**config.mk**
```make
export PLATFORM = sky130hd
export DESIGN_NAME = hc595_scan_drv
export DESIGN_NICKNAME = d
export VERILOG_FILES = /design/src/rtl/seg_pkg.sv /design/src/rtl/seg_decode.sv /design/src/rtl/hc595_scan_drv.sv
export SDC_FILE = /design/constraint.sdc
export NUM_CORES = 1
export LEC_CHECK = 0
export ABC_CLOCK_PERIOD_IN_PS = 3830
export CAP_MARGIN = 0
export CORE_MARGIN = 8
export CORE_UTILIZATION = 35
export CTS_BUF_LIST = sky130_fd_sc_hd__clkbuf_4
export CTS_CLUSTER_SIZE = 24
export DETAILED_ROUTE_END_ITERATION = 7
export PLACE_DENSITY_LB_ADDON = 0.2
export SLEW_MARGIN = 5
export SYNTH_ARGS = -nofsm -noshare
export SYNTH_HDL_FRONTEND = slang
export SYNTH_SLANG_ARGS = --single-unit
```
**constraint.sdc**
```tcl
create_clock -name clk -period 3.83 [get_ports clk]
set_clock_uncertainty 0.05 [all_clocks]
set_input_delay 1.149 -clock clk [delete_from_list [all_inputs] [get_ports clk]]
set_output_delay 1.149 -clock clk [all_outputs]
set_load 0.01 [all_outputs]
```
**src/rtl/seg_pkg.sv**
```systemverilog
// Shared definitions for the 74HC595 multiplexed 7-segment scan driver.
// Contents:
//   SEG_TAB       - active-high g..a segment patterns for hex digits 0..F
//   scan_state_e  - scan FSM states
//   frame_len()   - clk cycles taken by one digit frame
package seg_pkg;

  // Bit 6..0 = g..a, active-high, before any polarity inversion.
  localparam logic [6:0] SEG_TAB [16] = '{
    7'h3F, 7'h06, 7'h5B, 7'h4F, 7'h66, 7'h6D, 7'h7D, 7'h07,
    7'h7F, 7'h6F, 7'h77, 7'h7C, 7'h39, 7'h5E, 7'h79, 7'h71
  };

  typedef enum logic [2:0] {
    ST_IDLE,
    ST_LOAD,
    ST_SHIFT,
    ST_LATCH,
    ST_HOLD
  } scan_state_e;

  // One LOAD cycle, two sck halves per shifted bit, one rck pulse, then hold.
  function automatic int unsigned frame_len(input int unsigned num_dig,
                                            input int unsigned sck_div,
                                            input int unsigned dig_hold);
    return 1 + 2 * sck_div * (8 + num_dig) + sck_div + dig_hold;
  endfunction

endpackage

```
**src/rtl/seg_decode.sv**
```systemverilog
// Combinational hex nibble to 7-segment decoder.
// Ports:
//   nibble - 4-bit hex value
//   seg    - active-high segment pattern, bit 6..0 = g..a
module seg_decode
  import seg_pkg::*;
(
  input  logic [3:0] nibble,
  output logic [6:0] seg
);

  assign seg = SEG_TAB[nibble];

endmodule

```
**src/rtl/hc595_scan_drv.sv**
```systemverilog
// Scan driver for a chain of 74HC595 shift registers feeding a multiplexed
// 7-segment display. Each digit frame shifts the segment byte followed by a
// one-hot digit select word, latches it with rck, then idles for DIG_HOLD.
// Ports:
//   clk, rst_n       - system clock, asynchronous active-low reset
//   dat              - hex nibble per digit, nibble k = dat[4k+3:4k]
//   dat_en           - per-digit display enable
//   dot_en           - per-digit decimal point enable
//   blink_en         - per-digit blink enable
//   upd              - strobe capturing dat/dat_en/dot_en/blink_en as pending
//   rck, sck, din    - 74HC595 latch clock, shift clock, serial data
//   scan_done        - one-cycle pulse after the rck of digit 0
module hc595_scan_drv
  import seg_pkg::*;
#(
  parameter int unsigned NUM_DIG     = 8,
  parameter int unsigned SCK_DIV     = 4,
  parameter int unsigned DIG_HOLD    = 1000,
  parameter int unsigned BLINK_CYC   = 25_000_000,
  parameter bit          SEG_ACT_LOW = 1'b1
) (
  input  logic                   clk,
  input  logic                   rst_n,
  input  logic [4*NUM_DIG-1:0]   dat,
  input  logic [NUM_DIG-1:0]     dat_en,
  input  logic [NUM_DIG-1:0]     dot_en,
  input  logic [NUM_DIG-1:0]     blink_en,
  input  logic                   upd,
  output logic                   rck,
  output logic                   sck,
  output logic                   din,
  output logic                   scan_done
);

  localparam int unsigned W  = 8 + NUM_DIG;
  localparam int unsigned DW = $clog2(NUM_DIG);
  localparam int unsigned BW = $clog2(W);

  localparam logic [DW-1:0] LAST_DIG  = DW'(NUM_DIG - 1);
  localparam logic [BW-1:0] LAST_BIT  = BW'(W - 1);
  localparam logic [7:0]    DIV_END   = 8'(SCK_DIV - 1);
  localparam logic [15:0]   HOLD_END  = 16'(DIG_HOLD - 1);
  localparam logic [31:0]   BLINK_END = 32'(BLINK_CYC - 1);

  scan_state_e            state_q, state_d;
  logic [DW-1:0]          dig_q, dig_d;
  logic [7:0]             div_q, div_d;
  logic [BW-1:0]          bit_q, bit_d;
  logic [W-1:0]           word_q, word_d;
  logic [15:0]            hold_q, hold_d;
  logic                   sck_q, sck_d;
  logic                   rck_q, rck_d;
  logic                   din_q, din_d;
  logic                   done_q, done_d;
  logic [31:0]            blink_cnt_q, blink_cnt_d;
  logic                   blink_on_q, blink_on_d;

  logic                   pend_q, pend_d;
  logic [4*NUM_DIG-1:0]   pend_dat_q, pend_dat_d;
  logic [NUM_DIG-1:0]     pend_en_q, pend_en_d;
  logic [NUM_DIG-1:0]     pend_dot_q, pend_dot_d;
  logic [NUM_DIG-1:0]     pend_blk_q, pend_blk_d;

  logic [4*NUM_DIG-1:0]   sh_dat_q, sh_dat_d;
  logic [NUM_DIG-1:0]     sh_en_q, sh_en_d;
  logic [NUM_DIG-1:0]     sh_dot_q, sh_dot_d;
  logic [NUM_DIG-1:0]     sh_blk_q, sh_blk_d;

  logic                   take_pend;
  logic [4*NUM_DIG-1:0]   eff_dat;
  logic [NUM_DIG-1:0]     eff_en, eff_dot, eff_blk;
  logic [3:0]             cur_nib;
  logic [6:0]             cur_seg7;
  logic                   blink_off, blank;
  logic [7:0]             seg_byte, out_seg;
  logic [NUM_DIG-1:0]     sel_vec;
  logic [W-1:0]           load_word;

  // The shadow registers only change at the LOAD of the leftmost digit, so
  // the word built in that same cycle must already see the pending data.
  always_comb begin
    take_pend = (state_q == ST_LOAD) && (dig_q == LAST_DIG) && pend_q;
    eff_dat   = take_pend ? pend_dat_q : sh_dat_q;
    eff_en    = take_pend ? pend_en_q  : sh_en_q;
    eff_dot   = take_pend ? pend_dot_q : sh_dot_q;
    eff_blk   = take_pend ? pend_blk_q : sh_blk_q;
  end

  seg_decode u_seg_decode (
    .nibble (cur_nib),
    .seg    (cur_seg7)
  );

  // Build the frame word for the current digit: segment byte then one-hot select.
  always_comb begin
    cur_nib   = eff_dat[{dig_q, 2'b00} +: 4];
    blink_off = eff_blk[dig_q] & ~blink_on_q;
    blank     = ~eff_en[dig_q] | blink_off;
    seg_byte  = {eff_dot[dig_q] & ~blink_off, cur_seg7 & {7{~blank}}};
    out_seg   = SEG_ACT_LOW ? ~seg_byte : seg_byte;
    sel_vec   = '0;
    sel_vec[dig_q] = 1'b1;
    load_word = {out_seg, sel_vec};
  end

  // Free-running blink timebase, the update mailbox and the scan FSM.
  // A new upd always overwrites the mailbox, so an upd coincident with the
  // boundary LOAD lands in the mailbox after the old contents are consumed.
  always_comb begin
    state_d     = state_q;
    dig_d       = dig_q;
    div_d       = div_q;
    bit_d       = bit_q;
    word_d      = word_q;
    hold_d      = hold_q;
    sck_d       = sck_q;
    rck_d       = rck_q;
    din_d       = din_q;
    done_d      = 1'b0;

    if (blink_cnt_q == BLINK_END) begin
      blink_cnt_d = '0;
      blink_on_d  = ~blink_on_q;
    end else begin
      blink_cnt_d = blink_cnt_q + 32'd1;
      blink_on_d  = blink_on_q;
    end

    pend_d     = pend_q & ~take_pend;
    pend_dat_d = pend_dat_q;
    pend_en_d  = pend_en_q;
    pend_dot_d = pend_dot_q;
    pend_blk_d = pend_blk_q;
    if (upd) begin
      pend_d     = 1'b1;
      pend_dat_d = dat;
      pend_en_d  = dat_en;
      pend_dot_d = dot_en;
      pend_blk_d = blink_en;
    end

    sh_dat_d = eff_dat;
    sh_en_d  = eff_en;
    sh_dot_d = eff_dot;
    sh_blk_d = eff_blk;

    unique case (state_q)
      ST_IDLE: begin
        state_d = ST_LOAD;
        sck_d   = 1'b0;
        rck_d   = 1'b0;
        din_d   = 1'b0;
      end
      // din for the first bit goes out together with entering SHIFT; the
      // rest of the word is kept pre-shifted so word_q MSB is the next bit.
      ST_LOAD: begin
        word_d  = {load_word[W-2:0], 1'b0};
        din_d   = load_word[W-1];
        sck_d   = 1'b0;
        div_d   = '0;
        bit_d   = '0;
        state_d = ST_SHIFT;
      end
      // sck_q doubles as the half-bit phase: low half then high half.
      ST_SHIFT: begin
        if (div_q == DIV_END) begin
          div_d = '0;
          if (!sck_q) begin
            sck_d = 1'b1;
          end else if (bit_q == LAST_BIT) begin
            sck_d   = 1'b0;
            din_d   = 1'b0;
            rck_d   = 1'b1;
            state_d = ST_LATCH;
          end else begin
            sck_d  = 1'b0;
            bit_d  = bit_q + 1'b1;
            din_d  = word_q[W-1];
            word_d = {word_q[W-2:0], 1'b0};
          end
        end else begin
          div_d = div_q + 8'd1;
        end
      end
      ST_LATCH: begin
        if (div_q == DIV_END) begin
          div_d   = '0;
          rck_d   = 1'b0;
          done_d  = (dig_q == '0);
          dig_d   = (dig_q == '0) ? LAST_DIG : dig_q - 1'b1;
          hold_d  = '0;
          state_d = (DIG_HOLD == 0) ? ST_LOAD : ST_HOLD;
        end else begin
          div_d = div_q + 8'd1;
        end
      end
      ST_HOLD: begin
        if (hold_q == HOLD_END) begin
          state_d = ST_LOAD;
        end else begin
          hold_d = hold_q + 16'd1;
        end
      end
      default: begin
        state_d = ST_IDLE;
      end
    endcase
  end

  // All state and the registered pin outputs; reset aborts any frame at once.
  always_ff @(posedge clk or negedge rst_n) begin
    if (!rst_n) begin
      state_q     <= ST_IDLE;
      dig_q       <= LAST_DIG;
      div_q       <= '0;
      bit_q       <= '0;
      word_q      <= '0;
      hold_q      <= '0;
      sck_q       <= 1'b0;
      rck_q       <= 1'b0;
      din_q       <= 1'b0;
      done_q      <= 1'b0;
      blink_cnt_q <= '0;
      blink_on_q  <= 1'b1;
      pend_q      <= 1'b0;
      pend_dat_q  <= '0;
      pend_en_q   <= '0;
      pend_dot_q  <= '0;
      pend_blk_q  <= '0;
      sh_dat_q    <= '0;
      sh_en_q     <= '0;
      sh_dot_q    <= '0;
      sh_blk_q    <= '0;
    end else begin
      state_q     <= state_d;
      dig_q       <= dig_d;
      div_q       <= div_d;
      bit_q       <= bit_d;
      word_q      <= word_d;
      hold_q      <= hold_d;
      sck_q       <= sck_d;
      rck_q       <= rck_d;
      din_q       <= din_d;
      done_q      <= done_d;
      blink_cnt_q <= blink_cnt_d;
      blink_on_q  <= blink_on_d;
      pend_q      <= pend_d;
      pend_dat_q  <= pend_dat_d;
      pend_en_q   <= pend_en_d;
      pend_dot_q  <= pend_dot_d;
      pend_blk_q  <= pend_blk_d;
      sh_dat_q    <= sh_dat_d;
      sh_en_q     <= sh_en_d;
      sh_dot_q    <= sh_dot_d;
      sh_blk_q    <= sh_blk_d;
    end
  end

  assign rck       = rck_q;
  assign sck       = sck_q;
  assign din       = din_q;
  assign scan_done = done_q;

endmodule
```
==> metrics.md <==
| Metric | Value |
|---|---|
| Status | `completed` |
| Final Hold Vio Count | `0` |
| Vias in the first global route | `6,471` |
| Crit. End Element | `register` |
| Root Buffer | `clkbuf_4` |
| Slew headroom | `0.444` |
| Mux cell area share after synthesis | `0.102` |
| Largest net degree at the start of global routing | `82` |
| Main combinational cell family by area after synthesis | `simple AND/OR/NAND/NOR gates` |
| Post-Synth Adder-Cell Area | `0.0175` |
| Flop-to-flop setup slack | `0.35 ns` |
| Simple-Gate Fraction of Synth Area | `0.190` |
| Final HPWL DP | `14.2 mm` |
| Design Area, Final | `10,600 um^2` |
| Hold Path Class | `reg2reg` |
| Ports | `63` |
| Most frequent cell after synthesis | `dfrtp_1` |
| Via/cell ratio | `4.94` |
| WL per Instance | `15.7 um` |
| Fin Setup TNS | `0 ns` |
| First-pass GRT wire length | `34.6 mm` |
| Number of synthesized flops with an enable pin | `0` |
| VDD IR max | `0.202 mV` |
| Setup Buffers After CTS | `0` |
| Avg Synthesized Cell Area | `10.4 um^2` |
| IO Port Bufs | `62` |
| Synth top cells by count | `dfrtp_1, nand2_1, nor2_1` |
| TritonCTS clock tree | `yes` |
| Cells after Synth | `891` |
| Syn. warnings | `0` |
| Synth area leaders | `dfrtp_1, mux2_2, nand2_1, nor2_1, xor2_1` |
| Crit-path leading delay family | `simple AND/OR/NAND/NOR gates` |
| Top cell type's share of synthesized area | `0.526` |
| Max-slew violation count | `0` |
| CP cell instances | `ha_1 > and3_1 > nand2_2 > buf_4 > mux2_2 > a32oi_1 > and3_1 > inv_1 > ha_1 > or3_1 > o221a_1 > o22ai_1 > o21ai_1` |
| First drt pass iteration count | `5` |
| RSZ-0062 raised after global routing | `no` |
| Final Cycle Share | `0.909` |
| Initial antenna violation count | `1` |
| Worst R2R Path Depth | `13` |
| Worst Tran Pin Value | `0.832 ns` |
| Gr ovfl total | `0` |
| Post-CTS Resized | `0` |
| Area Overhead vs Synth | `14.6%` |
| Total CTS buffers | `17` |
| Delay of the slowest critical-path stage | `0.57 ns` |
| Num Clock Sinks | `199` |
| Post-synthesis compound-gate area fraction | `0.0827` |
| Tmin final | `3.48 ns` |
| Yosys cell types | `78` |
| Top FF cell, synth | `dfrtp_1` |
| H-Tree Depth | `4` |
| Crit Reg-Reg Endpoint | `word_q[9]$_DFFE_PN0P_` |
| Hold Crit Start | `blink_cnt_q[4]$_DFF_PN0_` |
| Worst Setup Start Kind | `register` |
| Synth Area in XOR/XNOR | `0.0396` |
| WS Path Type | `reg2reg` |
| Setup violators final | `0` |
| Total track usage | `0.135` |
| Sequential share of the synthesized area | `0.537` |
| Synth Cell Area | `9280 um^2` |
| Worst-path maximum fanout | `16` |
| Hold depth | `1` |
| #FFs+latches synth | `199` |
| Die area | `32,000 um^2` |
| Fraction of layout cells with a size suffix above 1 | `0.147` |
| Starting density of the core | `0.356` |
| Synth Net Count | `963` |
| Max Cap Viol | `0` |
| CP arrival | `3.89 ns` |
| # nets final | `1,021` |
| Fraction of registers with async set/reset | `1.00` |
| DRC | `0` |
| Worst path bufs/invs | `2` |
| Post-DRT Antenna Nets | `0` |
| Routability cong. | `0.820` |
| PD cells | `343 nW/um^2` |
| Static Leak | `4.89 nW` |
| Num rows | `59` |
| Top cell type by total area after synthesis | `dfrtp_1` |
| R2R Path Start | `dig_q[0]$_DFFE_PN1P_` |
| Max Freq | `0.287 GHz` |
| 1st-iter DRT viols | `425` |
| Data required time of the critical path | `4.24 ns` |
| Routed WL | `20.4 mm` |
| Min-Delay Endpoint | `blink_cnt_q[4]$_DFF_PN0_` |
| Die X | `179 um` |
| Via count | `6,417` |
| Skew-Pair Late Insertion Delay | `0.59 ns` |
| CTS hold repair buffers | `0` |
| CTS clk-pin slew, worst paths | `0.20 ns` |
| Die Y | `179 um` |
| CTS max path bufs | `2` |
| Critical path's slowest cell | `dfstp_2` |
| Core area | `26,100 um^2` |
| Area after DPL | `10,300 um^2` |
-- layout by cell type (no fill, tap or decap), drive strengths merged, types with 20 or more instances in the layout --
cell	n
xor2	22
nand3	33
dfrtp	195
clkdlybuf4s50	60
nand2	188
xnor2	20
o21ai	44
inv	29
nor2	69
mux2	69
-- where the power goes --
group | internal (W) | total (W) | switching (W)
combinational | 0.000113 | 0.000192 | 0.0000784
clock | 0.000439 | 0.00126 | 0.000819
sequential | 0.00216 | 0.00220 | 0.0000423
-- layout make-up --
type	instances	area [um^2]
clock inverter	14	206
inverter	24	90.1
tap	335	419
multi-input combinational	627	4010
sequential	199	4980
fill	2583	15400
antenna	1	2.50
clock buffer	18	135
timing repair buffer	80	792
-- registers in the layout, indices dropped and copies added (netlist names), 15 cells and up --
name,flops
sh_dat_q,32
hold_q,16
pend_dat_q,32
word_q,15
blink_cnt_q,32
-- worst max path at each step --
stage                                  end                 start  depth (start not counted)  slack (ns)
floorplan            word_q[9]$_DFFE_PN0P_  dig_q[1]$_DFFE_PN1P_                         14        0.61
global placement     word_q[9]$_DFFE_PN0P_  dig_q[0]$_DFFE_PN1P_                         13        0.42
detailed placement  word_q[15]$_DFFE_PN0P_  dig_q[0]$_DFFE_PN1P_                         13        0.38
CTS                  word_q[9]$_DFFE_PN0P_  dig_q[0]$_DFFE_PN1P_                         13        0.35
global route         word_q[9]$_DFFE_PN0P_  dig_q[0]$_DFFE_PN1P_                         13         0.1
finish               word_q[9]$_DFFE_PN0P_  dig_q[0]$_DFFE_PN1P_                         13        0.35
-- stage by stage --
step	setup slack (ns)	cells	util	power, W	hold slack, ns
2_1_floorplan	0.612	891	-	0.00230	0.382
6_report	0.348	1298	0.408	0.00365	0.432
4_1_cts	0.346	1297	0.408	0.00371	0.438
5_1_grt	0.0988	1298	0.408	0.00382	0.457
3_3_place_gp	0.415	1265	0.395	0.00244	0.404
3_5_place_dp	0.378	1265	0.395	0.00244	0.405
-- routing by layer --
| metal | share of wire | vias up | track usage |
|---|---|---|---|
| met5 | 0 | - | 0 |
| met1 | 0.52 | 3132 | 0.198 |
| met3 | 0.033 | 8 | 0.0263 |
| met4 | 0.0091 | 0 | 0.0351 |
| met2 | 0.44 | 97 | 0.201 |
| li1 | - | 3180 | - |
-- cells by family (layout without fill, tap and decap cells) --
logic type | Yosys count | count (layout)
flops | 199 | 199
xor+xnor | 42 | 42
fa+ha+maj | 13 | 13
compound gates | 115 | 115
other cells | 0 | 1
simple gates | 374 | 374
buf+inv | 65 | 136
mux | 83 | 83
No activity file was read; power rests on OpenSTA's default activity.
